==> config.mk <==
export PLATFORM = sky130hd
export DESIGN_NAME = hawk_tbl_wr_mngr
export DESIGN_NICKNAME = d
export VERILOG_FILES = /design/src/rtl/hawk_tbl_wr_mngr.sv
export SDC_FILE = /design/constraint.sdc
export NUM_CORES = 1
export LEC_CHECK = 0
export CORE_AREA = 5 5 351 353
export CTS_BUF_LIST = sky130_fd_sc_hd__clkbuf_2 sky130_fd_sc_hd__clkbuf_4 sky130_fd_sc_hd__clkbuf_8
export CTS_CLUSTER_SIZE = 14
export DETAILED_ROUTE_END_ITERATION = 10
export DIE_AREA = 0 0 356 358
export PLACE_DENSITY = 0.36
export SLEW_MARGIN = 5
export SYNTH_ARGS = -nofsm -noshare
export SYNTH_HDL_FRONTEND = slang
export SYNTH_SLANG_ARGS = --single-unit
export TNS_END_PERCENT = 30
==> constraint.sdc <==
create_clock -name clk_i -period 25.6 [get_ports clk_i]
set_clock_uncertainty 0.05 [all_clocks]
set_input_delay 2.56 -clock clk_i [delete_from_list [all_inputs] [get_ports clk_i]]
set_output_delay 2.56 -clock clk_i [all_outputs]
set_load 0.005 [all_outputs]
==> src/rtl/hawk_tbl_wr_mngr.sv <==
// Table write manager: takes one ATT + TOL list update per request, writes both to DRAM
// over a single-beat AXI4 write master (ATT first), then pulses the new free-list head.
module hawk_tbl_wr_mngr #(
   parameter logic [63:0] ATT_BASE = 64'h0,
   parameter logic [63:0] LST_BASE = 64'h0,
   parameter int          ATT_ID_W = 16,
   parameter int          LST_ID_W = 16,
   parameter int          AXI_DW   = 512
) (
   input  logic                  clk_i,
   input  logic                  rst_i,
   input  logic                  tbl_update,
   input  logic [ATT_ID_W-1:0]   upd_att_id,
   input  logic [63:0]           upd_att_entry,
   input  logic [LST_ID_W-1:0]   upd_tol_id,
   input  logic [127:0]          upd_lst_entry,
   input  logic [LST_ID_W-1:0]   upd_lst_next,
   output logic                  upd_ready,
   output logic                  awvalid,
   input  logic                  awready,
   output logic [63:0]           awaddr,
   output logic                  wvalid,
   input  logic                  wready,
   output logic [AXI_DW-1:0]     wdata,
   output logic [AXI_DW/8-1:0]   wstrb,
   output logic                  wlast,
   input  logic                  bvalid,
   input  logic [1:0]            bresp,
   output logic                  bready,
   output logic                  head_upd,
   output logic [LST_ID_W-1:0]   head_new,
   output logic                  wr_error
);

   typedef enum logic [2:0] {
      S_IDLE   = 3'd0,
      S_ATT_WR = 3'd1,
      S_ATT_B  = 3'd2,
      S_LST_WR = 3'd3,
      S_LST_B  = 3'd4,
      S_DONE   = 3'd5,
      S_ERR    = 3'd6
   } state_t;

   state_t r_state;
   state_t w_state_nxt;

   logic [ATT_ID_W-1:0]  r_att_id;
   logic [63:0]          r_att_entry;
   logic [LST_ID_W-1:0]  r_tol_id;
   logic [127:0]         r_lst_entry;
   logic [LST_ID_W-1:0]  r_lst_next;

   logic                 r_upd_ready;
   logic                 r_awvalid;
   logic                 r_wvalid;
   logic                 r_bready;
   logic                 r_head_upd;
   logic                 r_wr_error;
   logic [63:0]          r_awaddr;
   logic [AXI_DW-1:0]    r_wdata;
   logic [AXI_DW/8-1:0]  r_wstrb;
   logic [LST_ID_W-1:0]  r_head_new;
   logic                 r_issued;
   logic                 r_aw_done;
   logic                 r_w_done;

   logic                 w_aw_hs;
   logic                 w_w_hs;
   logic                 w_wr_fin;
   logic                 w_b_hs;
   logic                 w_b_ok;
   logic                 w_b_err;
   logic [63:0]          w_att_idx;
   logic [63:0]          w_lst_idx;
   logic [63:0]          w_att_addr;
   logic [63:0]          w_lst_addr;
   logic [AXI_DW/8-1:0]  w_att_strb;
   logic [AXI_DW/8-1:0]  w_lst_strb;
   logic [AXI_DW-1:0]    w_att_data;
   logic [AXI_DW-1:0]    w_lst_data;

   // A write phase finishes once both channels have handshaken, in any order.
   assign w_aw_hs  = r_awvalid & awready;
   assign w_w_hs   = r_wvalid & wready;
   assign w_wr_fin = r_issued & (r_aw_done | w_aw_hs) & (r_w_done | w_w_hs);
   assign w_b_hs   = r_bready & bvalid;
   assign w_b_ok   = w_b_hs & (bresp == 2'b00);
   assign w_b_err  = w_b_hs & (bresp != 2'b00);

   // Eight 64-bit ATT entries or four 128-bit list entries per 64-byte cacheline.
   assign w_att_idx  = {{(64-ATT_ID_W){1'b0}}, r_att_id};
   assign w_lst_idx  = {{(64-LST_ID_W){1'b0}}, r_tol_id};
   assign w_att_addr = ATT_BASE + ((w_att_idx >> 3) << 6);
   assign w_lst_addr = LST_BASE + ((w_lst_idx >> 2) << 6);
   assign w_att_strb = {{(AXI_DW/8-8){1'b0}}, 8'hFF} << {r_att_id[2:0], 3'b000};
   assign w_lst_strb = {{(AXI_DW/8-16){1'b0}}, 16'hFFFF} << {r_tol_id[1:0], 4'b0000};
   assign w_att_data = {(AXI_DW/64){r_att_entry}};
   assign w_lst_data = {(AXI_DW/128){r_lst_entry}};

   assign upd_ready = r_upd_ready;
   assign awvalid   = r_awvalid;
   assign awaddr    = r_awaddr;
   assign wvalid    = r_wvalid;
   assign wdata     = r_wdata;
   assign wstrb     = r_wstrb;
   assign wlast     = 1'b1;
   assign bready    = r_bready;
   assign head_upd  = r_head_upd;
   assign head_new  = r_head_new;
   assign wr_error  = r_wr_error;

   // State register.
   always_ff @(posedge clk_i or posedge rst_i) begin
      if (rst_i) begin
         r_state <= S_IDLE;
      end else begin
         r_state <= w_state_nxt;
      end
   end

   // Next-state decode.
   always_comb begin
      w_state_nxt = r_state;
      case (r_state)
         S_IDLE: begin
            if (tbl_update) w_state_nxt = S_ATT_WR;
            else            w_state_nxt = S_IDLE;
         end
         S_ATT_WR: begin
            if (w_wr_fin) w_state_nxt = S_ATT_B;
            else          w_state_nxt = S_ATT_WR;
         end
         S_ATT_B: begin
            if (w_b_err)     w_state_nxt = S_ERR;
            else if (w_b_ok) w_state_nxt = S_LST_WR;
            else             w_state_nxt = S_ATT_B;
         end
         S_LST_WR: begin
            if (w_wr_fin) w_state_nxt = S_LST_B;
            else          w_state_nxt = S_LST_WR;
         end
         S_LST_B: begin
            if (w_b_err)     w_state_nxt = S_ERR;
            else if (w_b_ok) w_state_nxt = S_DONE;
            else             w_state_nxt = S_LST_B;
         end
         S_DONE:  w_state_nxt = S_IDLE;
         S_ERR:   w_state_nxt = S_ERR;
         default: w_state_nxt = S_ERR;
      endcase
   end

   // Capture registers and registered AXI / head outputs.
   always_ff @(posedge clk_i or posedge rst_i) begin
      if (rst_i) begin
         r_att_id    <= '0;
         r_att_entry <= 64'h0;
         r_tol_id    <= '0;
         r_lst_entry <= 128'h0;
         r_lst_next  <= '0;
         r_upd_ready <= 1'b1;
         r_awvalid   <= 1'b0;
         r_wvalid    <= 1'b0;
         r_bready    <= 1'b0;
         r_head_upd  <= 1'b0;
         r_wr_error  <= 1'b0;
         r_awaddr    <= 64'h0;
         r_wdata     <= '0;
         r_wstrb     <= '0;
         r_head_new  <= '0;
         r_issued    <= 1'b0;
         r_aw_done   <= 1'b0;
         r_w_done    <= 1'b0;
      end else begin
         r_head_upd <= 1'b0;
         case (r_state)
            S_IDLE: begin
               if (tbl_update) begin
                  r_att_id    <= upd_att_id;
                  r_att_entry <= upd_att_entry;
                  r_tol_id    <= upd_tol_id;
                  r_lst_entry <= upd_lst_entry;
                  r_lst_next  <= upd_lst_next;
                  r_upd_ready <= 1'b0;
               end
            end
            S_ATT_WR, S_LST_WR: begin
               // First cycle of a write phase loads the beat; later cycles track handshakes.
               if (!r_issued) begin
                  r_issued  <= 1'b1;
                  r_awvalid <= 1'b1;
                  r_wvalid  <= 1'b1;
                  r_aw_done <= 1'b0;
                  r_w_done  <= 1'b0;
                  if (r_state == S_ATT_WR) begin
                     r_awaddr <= w_att_addr;
                     r_wdata  <= w_att_data;
                     r_wstrb  <= w_att_strb;
                  end else begin
                     r_awaddr <= w_lst_addr;
                     r_wdata  <= w_lst_data;
                     r_wstrb  <= w_lst_strb;
                  end
               end else if (w_wr_fin) begin
                  r_awvalid <= 1'b0;
                  r_wvalid  <= 1'b0;
                  r_aw_done <= 1'b0;
                  r_w_done  <= 1'b0;
                  r_issued  <= 1'b0;
                  r_bready  <= 1'b1;
               end else begin
                  if (w_aw_hs) begin
                     r_awvalid <= 1'b0;
                     r_aw_done <= 1'b1;
                  end
                  if (w_w_hs) begin
                     r_wvalid <= 1'b0;
                     r_w_done <= 1'b1;
                  end
               end
            end
            S_ATT_B, S_LST_B: begin
               if (w_b_hs) begin
                  r_bready <= 1'b0;
                  if (w_b_err) r_wr_error <= 1'b1;
               end
            end
            S_DONE: begin
               r_head_upd  <= 1'b1;
               r_head_new  <= r_lst_next;
               r_upd_ready <= 1'b1;
            end
            S_ERR: begin
               r_wr_error  <= 1'b1;
               r_upd_ready <= 1'b0;
               r_awvalid   <= 1'b0;
               r_wvalid    <= 1'b0;
               r_bready    <= 1'b0;
            end
            default: begin
               r_wr_error  <= 1'b1;
               r_upd_ready <= 1'b0;
               r_awvalid   <= 1'b0;
               r_wvalid    <= 1'b0;
               r_bready    <= 1'b0;
            end
         endcase
      end
   end

endmodule

# --- Yosys cells after proc, flatten, opt, wreduce, memory -nomap -nowiden ---
# Index checks and enable logic that the tools add are counted.
totals:
  ff_bits: 908
  mem_bits_rw: 0
  rom_bits: 0
  elab_cells: 104
  latch_bits: 0
  output_inout_bits: 663
  mem_count: 0
classes:
  order_cmp: 0
  bitwise_logic: 14
  muxes: 37
  n_reduce_logical: 18
  n_eq_ne: 14
  div: 0
  n_mul: 0
  addsub: 0
  n_shift: 2
ops:
  columns: ["op", "n"]
  rows:
  - ["2-to-1 mux 512 bit", 1]
  - ["2-to-1 mux 64 bit", 1]
  - ["left shift 16 x 6 -> 64 bit (first input constant)", 1]
  - ["left shift 8 x 6 -> 64 bit (first input constant)", 1]
  - ["2-to-1 mux 1 bit", 24]
  - ["2-to-1 mux 20 bit", 1]
  - ["one-hot mux 3 bit (6 select lines)", 1]
  - ["AND reduction 2 bit", 7]
  - ["OR reduction 4 bit", 3]
  - ["inequality test 2 bit (second input constant)", 5]
  - ["inequality test 4 bit (second input constant)", 2]
  - ["AND 1 bit", 7]
  - ["equality test 3 x 2 -> 1 bit (second input constant)", 2]
  - ["equality test 3 bit (second input constant)", 2]
  - ["2-to-1 mux 3 bit", 2]
  - ["inequality test 3 x 1 -> 1 bit (second input constant)", 2]
  - ["one-hot mux 1 bit (2 select lines)", 3]
  - ["one-hot mux 1 bit (3 select lines)", 2]
  - ["OR reduction 2 bit", 3]
  - ["inverter 1 bit", 5]
  - ["2-to-1 mux 2 bit", 2]
  - ["AND reduction 4 bit", 1]
  - ["equality test 3 x 1 -> 1 bit (second input constant)", 1]
  - ["zero test 3 bit", 1]
  - ["4 further kinds", 5]

# --- Depth between registers and ports, before layout ---
logic_depth:
  ltp_word: 7
  ltp_mapped: 8

# --- Worst setup path after synthesis ---
# Ideal clock, no wire load.
synth_timing:
  path_type: "input-to-reg"
  from: "input tbl_update"
  to: "register r_lst_entry[103]"
  setup_slack_ns: 21.679
  path_buffers: 2
  path_stages: 5
  t_arrival_ns: 3.746
  cell_sequence: "or3b_1 > nor2_4 > buf_6 > buf_6 > mux2_2"
synth_via:
  elab_chain_cells: 1
synth_rtl:
  columns: ["element", "line_no", "rtl"]
  rows:
  - ["start, declared", "12", "input logic tbl_update,"]
  - ["AND reduction 2 bit (no line)", null, null]
  - ["end signal, assigned", "183", "r_lst_entry <= upd_lst_entry;"]
  - ["end, declared", "51", "logic [127:0] r_lst_entry;"]
# No other way between the ends.
# A chain may end at the register's enable or synchronous reset.

# --- Final worst setup path ---
layout_timing:
  from: "input tbl_update"
  to: "register r_lst_entry[92]"
# Same word-level chain as after synthesis.

==> metrics.txt <==
Static Leak=11.6 nW; setup TNS=0 ns; final worst path period need=5.91 ns; Num CTS Buffers=85; sequential fraction of the synthesis area=51.1%; CP peak stage delay=0.86 ns; die height=358 µm; DP HPWL=57,100 µm; remaining global-route overflow=0; most used cell, CP=buf_4; die area=0.127 mm²; RSZ-0062 raised after global routing=no; routed len/inst=19.4 µm; Main synth FF type=dfrtp_1; DRC=0; Top-Level Pins=911; Slew Viols, Final=0; initial antenna violation count=22; Post-synth EDFFs=0; Total GRT Usage=11.6%; Cell Chain, Critical Path=clkdlybuf4s50_1, or3b_1, nor2_4, buf_4, buf_4, buf_4, mux2_2; Hold WC Path Type=flop to flop; Final nets=2,538; Vias=14,322; input/output buffers=859; final antenna-violating net count=0; layout cells sized above 1=11.7%; placed insts=3,815; cell area after synthesis=0.0205 mm²; pre-CTS WS=18.88 ns; Final Cycle Share=23.1%; GRT met1 Usage=12.9%; Via-to-Cell Ratio=3.60; reg2reg setup slack=21.44 ns; GPL Wtd Cong=0.753; Fmax=0.169 GHz; GRT Max-Usage Layer=met2; P&R area growth vs syn=41.8%; crit path launch type=input port; CP required=26.10 ns; Core Area=0.119 mm²; flops & latches, synth=418; P per Cell Area=65.8 mW/mm²; router iterations before antenna repair=5; slowest cell on the critical path=buf_4; Async SR Flop Fraction=100%; Slew HR=31.7%; fin cells=3,975; PostCTS Resize Cnt=0; commonest non-fill, non-tap cell in the layout=clkdlybuf4s50_1; vias in the first global route=15,534; Die Span X=356 µm; Max Cap Viol=0; Initial Util=17.1%; worst-path fanout max=67; post-synth cell types=44; worst slew pin tran=1.03 ns; grt met3 use=4.50%; first-pass GRT wire length=109,000 µm; final hold vios=0; final worst setup slack=19.69 ns; number of DRC markers in iteration 0=521; Ys Warns=0; Skew-Pair Late Insertion Delay=0.69 ns; clock sink count=418; H-tree levels=3; worst path arrival time=6.40 ns; Peak VDD IR=0.0292 mV; CTS max path bufs=3; mean post-synth cell area=11.0 µm²; total power=1.91 mW; clock root buffer=clkbuf_8; largest net degree at the start of global routing=121; Post-CTS Setup Bufs=0; routed wire length=77,200 µm; CTS tree=yes; Gate Count Post-Synth=1,858; commonest cells after routing, fill and taps aside=859 x clkdlybuf4s50_1, 416 x dfrtp_1, 200 x nand2_1; Setup crit end kind=flop; outcome=finished, final reports clean; final setup fails=0; Worst Setup Path Type=input port to flop; CTS Hold Bufs=0; clock slew at reported path FFs=0.05 ns; met2 Use GR=20.3%; row cnt=127
[metal layers]
layer	wire [µm]	vias up	share of wire, %
met2	39100	603	51
met4	2160	16	2.8
met5	98	-	0.13
met1	29100	7026	38
li1	-	6555	-
met3	6680	122	8.7
[report_power, final]
part           internal [mW]  switching [mW]
clock                  0.431           0.313
combinational          0.168           0.125
sequential             0.802          0.0719
total                   1.40           0.509
[critical path: cells and delay by family]
family	cells	cell delay (ns)
buffers and inverters	4	2.73
multiplexers	1	0.41
AND/OR/NAND/NOR	2	0.53
[final cells by class]
class / count / area (µm²)
Clock inverter: 14 / 98.8
Inverter: 6 / 30.0
Fill cell: 12712 / 90500
Multi-Input combinational cell: 902 / 5920
Clock buffer: 135 / 1740
Antenna cell: 11 / 27.5
Timing Repair Buffer: 877 / 8730
Sequential cell: 418 / 10500
Tap cell: 1612 / 2020
[logic make-up after synthesis]
logic type | synth area share (%)
xor+xnor | 0.0856
fa+ha+maj | 0.0489
simple gates | 6.61
buf+inv | 21.0
mux | 13.1
compound gates | 7.99
flops | 51.1
other cells | 0.0367
[final timing paths]
check                                       end      startpoint  cells past startpoint
worst max-delay path            r_lst_entry[92]      tbl_update                      7
max in group asynchronous            wdata[482]           rst_i                      5
worst max register to register  r_lst_entry[92]      r_state[1]                      6
worst min register to register     head_new[11]  r_lst_next[11]                      2
min in group asynchronous            wdata[451]           rst_i                      2
worst min-delay path               head_new[11]  r_lst_next[11]                      2
[stage by stage]
step                      hold slack [ns]  util, %  cell area (µm²)
after floorplan                     0.382        -            20700
after global placement              0.396     22.7            27200
after detailed placement            0.401     22.7            27200
after CTS                           0.419     24.3            29000
after global routing                0.438     24.3            29000
final                               0.416     24.3            29000
[Yosys cell counts (all sizes together), types with 5 or more instances]
library cell,count,area [µm²]
o22ai,13,81.3
inv,5,18.8
o22a,6,52.6
dfrtp,417,10400
nand2,201,757
nor2b,66,420
clkbuf,30,113
mux2,239,2690
o21ai,151,756
nor2,9,41.3
buf,551,4160
a21oi,137,686
[sequential cells by signal, indices dropped and copies added, names as in the netlist]
name	cells
r_lst_entry	128
r_tol_id	16
awvalid	1
r_att_entry	64
head_upd	1
r_att_id	16
wr_error	1
r_state	3
wstrb	8
awaddr	14
r_issued	1
bready	1
head_new	16
r_aw_done	1
r_w_done	1
r_lst_next	16
wdata	128
upd_ready	1
wvalid	1
Note: power is estimated with default switching activity, not from simulation.
